<file path="config.mk">
export PLATFORM = sky130hd
export DESIGN_NAME = apb_bram_bridge_flat
export DESIGN_NICKNAME = d
export VERILOG_FILES = /design/src/rtl/apb_bram_bridge_if.sv /design/src/rtl/apb_bram_bridge.sv /design/src/flat_wrapper.sv
export SDC_FILE = /design/constraint.sdc
export NUM_CORES = 1
export LEC_CHECK = 0
export BUFFER_PORTS_ARGS = -buffer_cell sky130_fd_sc_hd__buf_2
export CAP_MARGIN = 20
export CORE_MARGIN = 2
export CORE_UTILIZATION = 29
export DETAILED_ROUTE_END_ITERATION = 8
export GPL_ROUTABILITY_DRIVEN = 0
export PLACE_DENSITY = 0.77
export SETUP_SLACK_MARGIN = 0.3
export SYNTH_ARGS = -nofsm -noshare
export SYNTH_HDL_FRONTEND = slang
export SYNTH_SLANG_ARGS = --single-unit
</file>
<file path="constraint.sdc">
create_clock -name clk_i -period 1.27 [get_ports clk_i]
set_input_delay 0.254 -clock clk_i [delete_from_list [all_inputs] [get_ports clk_i]]
set_output_delay 0.254 -clock clk_i [all_outputs]
set_load 0.02 [all_outputs]
</file>
<file path="src/rtl/apb_bram_bridge_if.sv">
// -----------------------------------------------------------------------------
// apb_bram_bridge_if
//
// Bundles the APB slave bus and the BRAM port-A signals that connect to
// apb_bram_bridge. The clock and reset are not part of the bundle.
//
// Signals:
//   psel, penable, pwrite   APB control from the master
//   paddr[31:0]             APB byte address
//   pwdata[31:0]            APB write data
//   pstrb[3:0]              APB byte strobes
//   prdata[31:0]            APB read data (zero above DATA_WIDTH)
//   pready, pslverr         APB completion and error
//   bram_addr               BRAM port-A word address
//   bram_we                 BRAM port-A write enable
//   bram_din                BRAM port-A write data
//   bram_dout               BRAM port-A read data (one-cycle registered read)
//
// Modports:
//   slave   the bridge side
//   master  the environment side (APB master plus the BRAM itself)
// -----------------------------------------------------------------------------
interface apb_bram_bridge_if #(
  parameter int unsigned DATA_WIDTH = 2,
  parameter int unsigned ADDR_WIDTH = 4
);

  logic                  psel;
  logic                  penable;
  logic                  pwrite;
  logic [31:0]           paddr;
  logic [31:0]           pwdata;
  logic [3:0]            pstrb;
  logic [31:0]           prdata;
  logic                  pready;
  logic                  pslverr;
  logic [ADDR_WIDTH-1:0] bram_addr;
  logic                  bram_we;
  logic [DATA_WIDTH-1:0] bram_din;
  logic [DATA_WIDTH-1:0] bram_dout;

  modport slave (
    input  psel, penable, pwrite, paddr, pwdata, pstrb, bram_dout,
    output prdata, pready, pslverr, bram_addr, bram_we, bram_din
  );

  modport master (
    output psel, penable, pwrite, paddr, pwdata, pstrb, bram_dout,
    input  prdata, pready, pslverr, bram_addr, bram_we, bram_din
  );

endinterface

</file>
<file path="src/rtl/apb_bram_bridge.sv">
// -----------------------------------------------------------------------------
// apb_bram_bridge
//
// APB3/APB4 slave that turns APB transfers into word accesses on port A of the
// character/attribute BRAM. Port B belongs to the VGA scan-out and is not
// touched here.
//
//   - Full-strobe writes complete with zero wait states.
//   - Reads insert two wait states to cover the BRAM's registered read.
//   - Partial-strobe writes are done as read-modify-write, because the BRAM
//     has no byte enables; they also take two wait states.
//   - A write whose strobes cover none of the BRAM's byte lanes completes at
//     once without touching the BRAM.
//
// Ports:
//   clk_i  clock, shared with the BRAM
//   rst_i  asynchronous active-high reset
//   bus    apb_bram_bridge_if.slave: APB slave bus plus BRAM port A
//
// Parameters:
//   DATA_WIDTH  BRAM word width, 1..32
//   ADDR_WIDTH  BRAM word-address width (depth = 2**ADDR_WIDTH)
//   BASE_ADDR   APB byte address of BRAM word 0, 4-byte aligned
//
// Build option:
//   APB_BRAM_BRIDGE_SLVERR_EN  when defined, addresses below BASE_ADDR, beyond
//   the BRAM depth, or not word aligned complete immediately with pslverr=1
//   and no BRAM access. When undefined, pslverr is tied to 0, the word index
//   wraps to its low ADDR_WIDTH bits and paddr[1:0] is ignored.
// -----------------------------------------------------------------------------
module apb_bram_bridge #(
  parameter int unsigned DATA_WIDTH = 2,
  parameter int unsigned ADDR_WIDTH = 4,
  parameter logic [31:0] BASE_ADDR  = 32'h0
) (
  input  logic             clk_i,
  input  logic             rst_i,
  apb_bram_bridge_if.slave bus
);

  typedef enum logic [2:0] {
    IDLE,
    RD_WAIT,
    RD_CAP,
    RMW_WAIT,
    RMW_MRG,
    RESP
  } state_t;

  // Byte lanes that actually exist in a BRAM word.
  localparam logic [3:0] LANE_MASK = {(DATA_WIDTH > 24), (DATA_WIDTH > 16),
                                      (DATA_WIDTH > 8), 1'b1};

  // Lane-wise merge for read-modify-write: strobed lanes take the new data,
  // the rest keep the word just read from the BRAM.
  function automatic logic [DATA_WIDTH-1:0] merge_lanes(
    input logic [DATA_WIDTH-1:0] old_word,
    input logic [DATA_WIDTH-1:0] new_word,
    input logic [3:0]            strb
  );
    logic [DATA_WIDTH-1:0] res;
    for (int i = 0; i < int'(DATA_WIDTH); i++) begin
      res[i] = strb[i/8] ? new_word[i] : old_word[i];
    end
    return res;
  endfunction

`ifdef APB_BRAM_BRIDGE_SLVERR_EN
  // Out-of-window or misaligned address. The offset check works on the
  // wrapped difference, so the explicit below-base test is still needed.
  function automatic logic addr_error(input logic [31:0] paddr);
    logic [31:0] off;
    off = paddr - BASE_ADDR;
    return (paddr < BASE_ADDR) ||
           ((off >> (ADDR_WIDTH + 2)) != 32'd0) ||
           (paddr[1:0] != 2'b00);
  endfunction
`endif

  state_t                state_q, state_d;
  logic [ADDR_WIDTH-1:0] bram_addr_q, bram_addr_d;
  logic                  bram_we_q, bram_we_d;
  logic [DATA_WIDTH-1:0] bram_din_q, bram_din_d;
  logic [31:0]           prdata_q, prdata_d;
  logic                  pready_q, pready_d;
`ifdef APB_BRAM_BRIDGE_SLVERR_EN
  logic                  pslverr_q, pslverr_d;
`endif

  // Transfer fields captured in the setup cycle for the RMW merge.
  logic [DATA_WIDTH-1:0] wdata_q;
  logic [3:0]            strb_q;

  logic                  setup;
  logic                  setup_err;
  logic [31:0]           offset;
  logic [ADDR_WIDTH-1:0] word_idx;
  logic [3:0]            lanes;
  logic                  unused_bits;

  assign setup    = bus.psel && !bus.penable;
  assign offset   = bus.paddr - BASE_ADDR;
  assign word_idx = offset[ADDR_WIDTH+1:2];
  assign lanes    = bus.pstrb & LANE_MASK;

`ifdef APB_BRAM_BRIDGE_SLVERR_EN
  assign setup_err = addr_error(bus.paddr);
`else
  assign setup_err = 1'b0;
`endif

  // Bits of the bus that a narrow or non-checking build never looks at.
  assign unused_bits = ^{bus.pwdata, bus.paddr, offset, strb_q};

  // Next-state and next-output logic. Pulse outputs default low so that every
  // path through RESP, an abort or reset leaves them single-cycle.
  always_comb begin
    state_d     = state_q;
    bram_addr_d = bram_addr_q;
    bram_we_d   = 1'b0;
    bram_din_d  = bram_din_q;
    prdata_d    = prdata_q;
    pready_d    = 1'b0;
`ifdef APB_BRAM_BRIDGE_SLVERR_EN
    pslverr_d   = 1'b0;
`endif

    case (state_q)
      IDLE: begin
        if (setup) begin
          if (setup_err) begin
`ifdef APB_BRAM_BRIDGE_SLVERR_EN
            pslverr_d = 1'b1;
`endif
            pready_d  = 1'b1;
            state_d   = RESP;
          end else begin
            bram_addr_d = word_idx;
            if (!bus.pwrite) begin
              state_d = RD_WAIT;
            end else if (lanes == 4'h0) begin
              pready_d = 1'b1;
              state_d  = RESP;
            end else if (lanes == LANE_MASK) begin
              bram_we_d  = 1'b1;
              bram_din_d = bus.pwdata[DATA_WIDTH-1:0];
              pready_d   = 1'b1;
              state_d    = RESP;
            end else begin
              state_d = RMW_WAIT;
            end
          end
        end
      end

      // --- BRAM address presented; read data arrives next cycle ---
      RD_WAIT: begin
        state_d = bus.psel ? RD_CAP : IDLE;
      end

      // --- BRAM read data valid: capture for the APB master ---
      RD_CAP: begin
        if (bus.psel) begin
          prdata_d = 32'(bus.bram_dout);
          pready_d = 1'b1;
          state_d  = RESP;
        end else begin
          state_d = IDLE;
        end
      end

      RMW_WAIT: begin
        state_d = bus.psel ? RMW_MRG : IDLE;
      end

      // --- Old word valid: merge strobed lanes and write back ---
      RMW_MRG: begin
        if (bus.psel) begin
          bram_din_d = merge_lanes(bus.bram_dout, wdata_q, strb_q);
          bram_we_d  = 1'b1;
          pready_d   = 1'b1;
          state_d    = RESP;
        end else begin
          state_d = IDLE;
        end
      end

      RESP: begin
        state_d = IDLE;
      end

      default: begin
        state_d = IDLE;
      end
    endcase
  end

  always_ff @(posedge clk_i or posedge rst_i) begin
    if (rst_i) begin
      state_q     <= IDLE;
      bram_addr_q <= '0;
      bram_we_q   <= 1'b0;
      bram_din_q  <= '0;
      prdata_q    <= '0;
      pready_q    <= 1'b0;
`ifdef APB_BRAM_BRIDGE_SLVERR_EN
      pslverr_q   <= 1'b0;
`endif
    end else begin
      state_q     <= state_d;
      bram_addr_q <= bram_addr_d;
      bram_we_q   <= bram_we_d;
      bram_din_q  <= bram_din_d;
      prdata_q    <= prdata_d;
      pready_q    <= pready_d;
`ifdef APB_BRAM_BRIDGE_SLVERR_EN
      pslverr_q   <= pslverr_d;
`endif
    end
  end

  // Write data and strobes are only consumed in RMW_MRG, which is always
  // preceded by a setup cycle, so they need no reset.
  always_ff @(posedge clk_i) begin
    if (state_q == IDLE && setup) begin
      wdata_q <= bus.pwdata[DATA_WIDTH-1:0];
      strb_q  <= bus.pstrb;
    end
  end

  assign bus.bram_addr = bram_addr_q;
  assign bus.bram_we   = bram_we_q;
  assign bus.bram_din  = bram_din_q;
  assign bus.prdata    = prdata_q;
  assign bus.pready    = pready_q;
`ifdef APB_BRAM_BRIDGE_SLVERR_EN
  assign bus.pslverr   = pslverr_q;
`else
  assign bus.pslverr   = 1'b0;
`endif

endmodule
</file>
<file path="src/flat_wrapper.sv">
// flat-port wrapper written by rule: the top's interface ports become plain ports
module apb_bram_bridge_flat 
#(
  parameter int unsigned DATA_WIDTH = 2,
  parameter int unsigned ADDR_WIDTH = 4,
  parameter logic [31:0] BASE_ADDR  = 32'h0
)
  (clk_i, rst_i, bus_psel, bus_penable, bus_pwrite, bus_paddr, bus_pwdata, bus_pstrb, bus_bram_dout, bus_prdata, bus_pready, bus_pslverr, bus_bram_addr, bus_bram_we, bus_bram_din);
  apb_bram_bridge_if #(.DATA_WIDTH(DATA_WIDTH), .ADDR_WIDTH(ADDR_WIDTH)) bus_i ();
  input  logic clk_i;
  input  logic rst_i;
  input wire logic [$bits(bus_i.psel)-1:0] bus_psel;
  input wire logic [$bits(bus_i.penable)-1:0] bus_penable;
  input wire logic [$bits(bus_i.pwrite)-1:0] bus_pwrite;
  input wire logic [$bits(bus_i.paddr)-1:0] bus_paddr;
  input wire logic [$bits(bus_i.pwdata)-1:0] bus_pwdata;
  input wire logic [$bits(bus_i.pstrb)-1:0] bus_pstrb;
  input wire logic [$bits(bus_i.bram_dout)-1:0] bus_bram_dout;
  output wire logic [$bits(bus_i.prdata)-1:0] bus_prdata;
  output wire logic [$bits(bus_i.pready)-1:0] bus_pready;
  output wire logic [$bits(bus_i.pslverr)-1:0] bus_pslverr;
  output wire logic [$bits(bus_i.bram_addr)-1:0] bus_bram_addr;
  output wire logic [$bits(bus_i.bram_we)-1:0] bus_bram_we;
  output wire logic [$bits(bus_i.bram_din)-1:0] bus_bram_din;
  assign bus_i.psel = bus_psel;
  assign bus_i.penable = bus_penable;
  assign bus_i.pwrite = bus_pwrite;
  assign bus_i.paddr = bus_paddr;
  assign bus_i.pwdata = bus_pwdata;
  assign bus_i.pstrb = bus_pstrb;
  assign bus_i.bram_dout = bus_bram_dout;
  assign bus_prdata = bus_i.prdata;
  assign bus_pready = bus_i.pready;
  assign bus_pslverr = bus_i.pslverr;
  assign bus_bram_addr = bus_i.bram_addr;
  assign bus_bram_we = bus_i.bram_we;
  assign bus_bram_din = bus_i.bram_din;
  apb_bram_bridge #(.DATA_WIDTH(DATA_WIDTH), .ADDR_WIDTH(ADDR_WIDTH), .BASE_ADDR(BASE_ADDR)) u_core (.clk_i(clk_i), .rst_i(rst_i), .bus(bus_i));
endmodule
</file>
* After elaboration in Yosys (flattened, before gate mapping)
Index checks and enable logic that the tools add are counted.
Widths: inputs -> output; s select.
** Operators by class
- $mul :: 0
- Shifts and indexed selects :: 0
- Bitwise logic cells :: 0
- Magnitude comparators :: 0
- Reductions and logical operators :: 10
- Mux-type cells :: 26
- Div/mod/pow operators :: 0
- $add $sub $neg :: 0
- Equal/unequal tests :: 9
** Operator list (count)
- $mux 3 :: 6
- $mux 2 :: 6
- $pmux 3 s4 :: 1
- $mux 1 :: 10
- $ne 2x2->1 const B :: 4
- $eq 3x2->1 const B :: 2
- $reduce_and 6->1 :: 1
- $logic_not 4->1 :: 1
- $pmux 1 s2 :: 2
- $pmux 2 s2 :: 1
- $reduce_and 2->1 :: 2
- $eq 3x1->1 const B :: 1
- $eq 3x3->1 const B :: 1
- $logic_not 3->1 :: 1
- $logic_and 1x1->1 :: 2
- $ne 2x1->1 const B :: 1
- $reduce_bool 2->1 :: 1
- $reduce_or 2->1 :: 1
- $logic_not 1->1 :: 1
** Word-level totals
- Memories kept :: 0
- Logic and storage cells :: 53
- ROM bits :: 0
- Bits in latches :: 0
- Input bits :: 75
- Bits in writable memories :: 0
- Output and inout bits :: 41
- Bits in registers :: 16

* Logic depth before layout (Yosys ltp)
Gate-level depths: netlist of the first run.
- Depth after elaboration :: 5
- Mapped depth :: 3
- Mapped depth without buffers :: 3

* Worst setup path after synthesis of the first run
Ideal clock, no wire load.
- Path kind :: register to register
- From :: register u_core.state_q[1]
- To :: register u_core.bram_addr_q[0], in the netlist u_core.bus.bram_addr[0]
- Required time :: 1.145 ns
- Cell stages (with the launch flop) :: 3
- Path buffers :: 0
- Setup slack :: -0.102 ns
- Arrival :: 1.247 ns
- Clock period less this slack :: 1.372 ns
- Library setup time :: 0.125 ns
- Cell sequence :: dfrtp_1 > nor4_4 > mux2_2
** Between the ends
- Cells in the longest elaborated chain, start to end :: 2
** Ends and longest elaborated chain
- start: declaration :: RTL line apb_bram_bridge.sv:80 : state_t state_q, state_d;
- start signal: assignment :: RTL line apb_bram_bridge.sv:210 : state_q <= state_d;
- $logic_not 3->1 :: RTL line apb_bram_bridge.sv:128 : case (state_q)
- $reduce_and 2->1 (no line)
- end signal: assignment :: RTL line apb_bram_bridge.sv:211 : bram_addr_q <= bram_addr_d;
- end: declaration :: RTL line apb_bram_bridge.sv:81 : logic [ADDR_WIDTH-1:0] bram_addr_q, bram_addr_d;
Every way passes these cells.
A chain may end at the register's enable or synchronous reset.

* Worst setup path after layout of the first run
- From :: register u_core.state_q[1]
- To :: register u_core.bram_din_q[1], in the netlist u_core.bus.bram_din[1]
** Between the ends
- Cells in the longest elaborated chain, start to end :: 3
- Elaborated cells on any way between the ends :: 10
- Classes of those cells :: eq/ne: 6; mux: 1; reduce/logical: 3
** Ends and longest elaborated chain
- $eq 3x3->1 / $logic_not 3->1 (equally long branches) :: RTL line apb_bram_bridge.sv:128
- $ne 2x2->1 (no line), or another cell as far along
- $reduce_and 6->1 (no line)
- end signal: assignment :: RTL line apb_bram_bridge.sv:213 : bram_din_q <= bram_din_d;
- end: declaration :: RTL line apb_bram_bridge.sv:83 : logic [DATA_WIDTH-1:0] bram_din_q, bram_din_d;
Parallel ways exist; a longest one is shown, timed or not.

==> results.json, run 1 <==
{
  "rr_worst_depth": 3,
  "hold_viol": 13,
  "critical_path.cell_chain": "nor3b_4 -> mux2_2 -> mux2_2",
  "num_vias": 602,
  "fin_ws_ps": -139,
  "tightest_slew_ps": 528,
  "grt_use_total_pct": 9.92,
  "core_area_um2": 3030,
  "worstPathRequired_ps": 1450,
  "post-route-period-util_pct": 111,
  "dpl_worst_slack_ps": -201,
  "power.density_nw_per_um2": 1470,
  "routedWlPerCell_um": 11.6,
  "syn-cell-area_um2": 921,
  "drt-pass1-iter-count": 2,
  "fin_nets": 195,
  "final_antenna_net_count": 0,
  "setup_viol": 11,
  "synth_seq_area_share_pct": 45.1,
  "setup_tns_ps": -915,
  "cp.arrival_ps": 1590,
  "critPathMostFrequentCell": "mux2_2",
  "synthTopCellsByArea": "dfrtp_1 35%, buf_4 25%, mux2_2 15%, edfxtp_1 9.8%, nor4_4 2.3%",
  "r2r_start": "u_core.state_q[1]",
  "total_power_mw": 1.84,
  "max_stage_delay_ps": 470,
  "initial_core_util_pct": 30.4,
  "areaGrowthSynthToFinish_pct": 36.5,
  "dpl.cell_count": 148,
  "total_leakage_power_nw": 0.648,
  "cts_root_buf": "clkbuf_4",
  "ys_warn_count": 0,
  "violations": "hold timing, setup timing",
  "holdCritPathClass": "in2async",
  "end_kind": "flop",
  "grt_pass1_vias": 587,
  "status": "finished with violations",
  "cpMaxStageDelayCell": "dfrtp_2",
  "io_buffers": 23,
  "start_kind": "flop",
  "antenna_found_initial": 0,
  "criticalPathCategory": "reg2reg",
  "fin_hold_ws_ps": -14.5,
  "rsz0062_at_grt": "true",
  "pin_count": 116,
  "drive_gt1_share_pct": 55.5,
  "stdcell_count": 163,
  "syn_inst": 78,
  "ctsHoldBuffers": 0,
  "grt_pass1_wl_um": 2660,
  "drc": 0,
  "rrSetupSlack_ps": -140,
  "peakVddDrop_uv": 573,
  "maxCapViolCount": 0,
  "dieArea_um2": 3640,
  "first_iter_violations": 8,
  "yosysMostFrequentCell": "buf_4",
  "crit_start": "u_core.state_q[1]",
  "endpoint": "u_core.bus.bram_din[1]",
  "fill_cells": 297,
  "cts_tree": "done",
  "finalCriticalPeriod_ps": 1410,
  "synth_edf_count": 3,
  "grt.overflow.total": 0,
  "drv_slew": 0,
  "final_util_pct": 41.5,
  "skew_ps": 2.61,
  "synth_top_cells_by_count": "31 x buf_4, 13 x dfrtp_1, 12 x mux2_2",
  "routed_via_density": 3.69,
  "r2r-end": "u_core.bus.bram_din[1]",
  "rows": 20,
  "ys.flop_type": "dfrtp_1",
  "synth_cell_types": 18,
  "multi_input_comb_area_um2": 430,
  "synthArstFlopShare_pct": 81.3,
  "clock_path_buffers": 2,
  "numCtsBuffers": 3,
  "synth_area_per_cell_um2": 11.8,
  "path_clk_slew_ps": 100,
  "chipHeight_um": 60.4,
  "timing.fmax_mhz": 710,
  "register_area_um2": 419,
  "drt-total-wl_um": 1890,
  "grt_max_degree": 14,
  "clock-sinks": 16,
  "synth-seq-cells": 16,
  "hpwl_um": 1280,
  "clock_latency_ps": 280,
  "dieWidth_um": 60.4,
  "cts_max_level": 1,
  "relSlewSlack_pct": 64.8,
  "yosysTopAreaCell": "dfrtp_1",
  "synth_top_area_share_pct": 35.3,
  "critPathMaxFanout": 4,
  "diodes": 0
}
-- stage by stage --
stage / area (um^2) / hold WS (ps)
6_report: 1260 / -14.5
5_1_grt: 1260 / 29.0
4_1_cts: 1170 / 9.95
3_5_place_dp: 1000 / 319
3_3_place_gp: 1000 / 294
2_1_floorplan: 1030 / 131
-- state kept, by name, summed over array words and instances (netlist names) --
name	flops
u_core.state_q	3
u_core.wdata_q	2
u_core.bus.bram_addr	4
u_core.bus.bram_din	2
u_core.bus.prdata	2
u_core.bus.pready	1
u_core.bus.bram_we	1
u_core.strb_q	1
-- placed cells by master (no fill, tap or decap) --
cell type / Yosys / final
a211o_1: 1 / 1
a21oi_1: 3 / 1
a21oi_2: 0 / 2
and3_1: 1 / 1
buf_2: 0 / 13
buf_4: 31 / 11
buf_6: 0 / 14
clkbuf_4: 0 / 3
clkbuf_8: 0 / 1
conb_1: 1 / 31
dfrtp_1: 13 / 10
dfrtp_2: 0 / 3
edfxtp_1: 3 / 3
inv_1: 3 / 3
mux2_2: 12 / 8
mux2_4: 0 / 4
nand2_4: 0 / 1
nand2b_1: 2 / 1
nand2b_4: 1 / 2
nand3b_1: 1 / 1
nor2_4: 0 / 1
nor3b_2: 1 / 1
nor3b_4: 0 / 1
nor4_4: 1 / 1
o211a_1: 1 / 1
-- report_power, final --
part,internal (mW),switching [mW],total [mW],leakage [nW]
logic,0.419,0.366,0.786,0.442
registers,0.635,0.0850,0.720,0.185
clock network,0.174,0.165,0.339,0.0210
total,1.23,0.616,1.84,0.648
-- logic make-up after synthesis --
logic type / synth area share (%)
AOI/OAI and AO/OA: 3.67
buffers and inverters: 26.5
DFF: 45.1
muxes: 14.7
other: 0.407
and+or+nand+nor: 9.65
-- worst min path at each step --
| stage | cells past startpoint | endpoint | start | slack, ps |
|---|---|---|---|---|
| after detailed placement | 2 | u_core.bus.bram_din[0] | rst_i | 320 |
| after CTS | 2 | u_core.bus.bram_we | rst_i | 10 |
| after global placement | 2 | u_core.bus.bram_we | rst_i | 290 |
| final | 2 | u_core.bus.bram_din[0] | rst_i | -10 |
| after global routing | 2 | u_core.bus.bram_we | rst_i | 30 |
| after floorplan | 1 | u_core.bus.bram_addr[0] | rst_i | 130 |
-- final cells by class --
cell class	count	area share, %
Tap cell	44	4.38
Clock buffer	4	2.89
Sequential cell	16	33.3
Timing Repair Buffer	38	24.3
Inverter	3	0.896
Multi-Input combinational cell	58	34.2
-- worst max-delay path: cells and delay by family (launching register included) --
family | cells | cell delay (ps)
DFF | 1 | 470
and+or+nand+nor | 1 | 210
muxes | 2 | 620
-- layer usage --
| layer | share of wire [%] | global-route usage (%) | vias up | wire length [um] |
|---|---|---|---|---|
| li1 | - | - | 281 | - |
| met5 | 0 | 0 | - | 0 |
| met3 | 6.7 | 3.20 | 0 | 126 |
| met4 | 0 | 1.90 | 0 | 0 |
| met2 | 57 | 18.3 | 32 | 1090 |
| met1 | 36 | 11.2 | 289 | 679 |
-- timing repair --
action,4_1_cts,5_1_grt
endpoints found under the setup margin,25,26
setup buffers,5,6
pin swaps,2,0
resized for setup,30,9
Note: power is estimated with default switching activity, not from simulation.
==> run 2, diff against run 1 <==
--- a/config.mk
+++ b/config.mk
@@ -7,11 +7,13 @@
 export LEC_CHECK = 0
 export BUFFER_PORTS_ARGS = -buffer_cell sky130_fd_sc_hd__buf_2
 export CAP_MARGIN = 20
+export CELL_PAD_IN_SITES_DETAIL_PLACEMENT = 0
+export CELL_PAD_IN_SITES_GLOBAL_PLACEMENT = 1
 export CORE_MARGIN = 2
-export CORE_UTILIZATION = 29
+export CORE_UTILIZATION = 19
 export DETAILED_ROUTE_END_ITERATION = 8
 export GPL_ROUTABILITY_DRIVEN = 0
-export PLACE_DENSITY = 0.77
+export PLACE_DENSITY_LB_ADDON = 0.1
 export SETUP_SLACK_MARGIN = 0.3
 export SYNTH_ARGS = -nofsm -noshare
 export SYNTH_HDL_FRONTEND = slang
==> run 2 against run 1 <==
Net effect:
- the flow finishes with violations (setup timing)
- first-iteration DRC count rose by 13%
- sequential share of layout area fell by 2.2 points
- utilization fell by 13 points
- clock skew barely moved
- final area rose by 6.7%
- count of clock-buffer cells in the layout did not move
- total power rose by 3.5%
- largest cell class unchanged
- setup slack improved by 11 ps
- via count fell by 1.7%
- clock power rose by 17%
- worst hold slack improved by 210 ps
==> results.json, run 2 (synthesis results as in run 1) <==
{
  "violations": "setup timing",
  "total_power_mw": 1.91,
  "setup_viol": 10,
  "rows": 25,
  "clockPowerShare_pct": 20.9,
  "timing.fmax_mhz": 715,
  "drt-total-wl_um": 1960,
  "hold_viol": 0,
  "mostFrequentLayoutCell": "conb_1",
  "cpMaxStageDelayCell": "dfrtp_1",
  "grt_pass1_wl_um": 2820,
  "maxCapViolCount": 0,
  "grt_pass1_vias": 598,
  "first_iter_violations": 9,
  "dieWidth_um": 73.6,
  "holdCritPathClass": "in2reg",
  "chipHeight_um": 73.6,
  "rrSetupSlack_ps": -130,
  "dpl.cell_count": 165,
  "areaGrowthSynthToFinish_pct": 45.7,
  "diodes": 0,
  "fill_cells": 510,
  "criticalPathCategory": "reg2reg",
  "start_kind": "flop",
  "path_clk_slew_ps": 70,
  "antenna_found_initial": 0,
  "peakVddDrop_uv": 354,
  "fin_ws_ps": -128,
  "max_stage_delay_ps": 420,
  "routedWlPerCell_um": 11.2,
  "largest_reg_flops": 4,
  "p_sw_uw": 619,
  "finalCriticalPeriod_ps": 1400,
  "power_frac_seq_pct": 37.5,
  "p_int_mw": 1.29,
  "cts_tree": "done",
  "critPathMaxFanout": 3,
  "dieArea_um2": 5420,
  "drive_gt1_share_pct": 56.7,
  "rr_worst_depth": 3,
  "worstPathRequired_ps": 1400,
  "drt-pass1-iter-count": 3,
  "holdCritStartpoint": "bus_pwdata[0]",
  "skew_ps": 2.47,
  "power.share.switching_pct": 32.4,
  "hold_end": "u_core.wdata_q[0]",
  "grt_max_degree": 14,
  "io_buffers": 23,
  "grt_use_total_pct": 7.10,
  "clock-sinks": 16,
  "pin_count": 116,
  "post-route-period-util_pct": 110,
  "routed_via_density": 3.40,
  "initial_core_util_pct": 19.6,
  "holdPathStages": 1,
  "numCtsBuffers": 3,
  "r2r_start": "u_core.state_q[0]",
  "setup_tns_ps": -926,
  "num_vias": 592,
  "power.density_nw_per_um2": 1420,
  "end_kind": "flop",
  "cp.arrival_ps": 1530,
  "final_antenna_net_count": 0,
  "core_area_um2": 4690,
  "drc": 0,
  "total_leakage_power_nw": 0.675,
  "r2r-end": "u_core.bus.bram_din[1]",
  "clock_path_buffers": 2,
  "cts_root_buf": "clkbuf_8",
  "critical_path.cell_chain": "nor3b_4 -> mux2_4 -> mux2_2",
  "drv_slew": 0,
  "rsz0062_at_grt": "true",
  "status": "finished with violations",
  "most-common-layout-cells": "31 x conb_1, 15 x buf_6, 13 x buf_2",
  "p_comb_share_pct": 41.7,
  "clock_latency_ps": 250,
  "fin_hold_ws_ps": 198,
  "fin_nets": 196,
  "cts_max_level": 1,
  "grt.overflow.total": 0,
  "stdcell_count": 174,
  "hpwl_um": 1460
}
## run 2: worst max-delay path, delay by kind of cell (launching register included)
kind	cells	cell delay, ps
flops	1	420
mux	2	590
simple gates	1	280
## run 2: area by class of cell
cell class,count,area [um^2],area share [%]
Inverter,3,13.8,1.03
Sequential cell,16,418,31.2
Tap cell,54,67.6,5.04
Timing Repair Buffer,39,339,25.3
Multi-Input combinational cell,58,458,34.1
Clock buffer,4,45.0,3.36
## run 2: layer usage
layer | up-vias | global-route usage (%) | share of wire [%]
met5 | - | 0 | 0
met4 | 0 | 2.63 | 1.1
met3 | 2 | 2.88 | 7.9
met2 | 29 | 12.2 | 53
met1 | 280 | 7.82 | 38
li1 | 281 | - | -
## run 2: metrics by stage
step / worst slack [ps] / area, um^2 / util (%)
after floorplan: -99.0 / 1030 / -
after global placement: -187 / 1080 / 23.0
after detailed placement: -200 / 1080 / 23.0
after CTS: -152 / 1320 / 28.1
after global routing: -182 / 1340 / 28.6
final: -128 / 1340 / 28.6
## run 2: power groups by stage
stage                     Combinational [mW]  Clock, mW  Sequential [mW]
final                                  0.796      0.398            0.716
after CTS                              0.786      0.425            0.718
after global routing                   0.849      0.453            0.728
after floorplan                        0.298          0            0.821
after global placement                 0.542          0            0.696
after detailed placement               0.546          0            0.701
## run 2: timing repair
action | in CTS | in global routing
gates resized for setup | 45 | 5
buffers inserted | 4 | 0
pin swaps | 7 | 1
endpoints found under the setup margin | 26 | 26
hold buffers | 1 | 0
endpoints found under the hold margin | 13 | 0
## run 2: how the worst max path moves through the flow
stage / startpoint / end
after floorplan: u_core.state_q[2] / u_core.bus.bram_addr[0]
after global placement: u_core.state_q[2] / u_core.bus.bram_din[1]
after detailed placement: u_core.state_q[2] / u_core.bus.bram_din[0]
after CTS: u_core.state_q[0] / u_core.bus.bram_din[0]
after global routing: u_core.state_q[1] / u_core.bus.bram_addr[0]
final: u_core.state_q[0] / u_core.bus.bram_din[1]
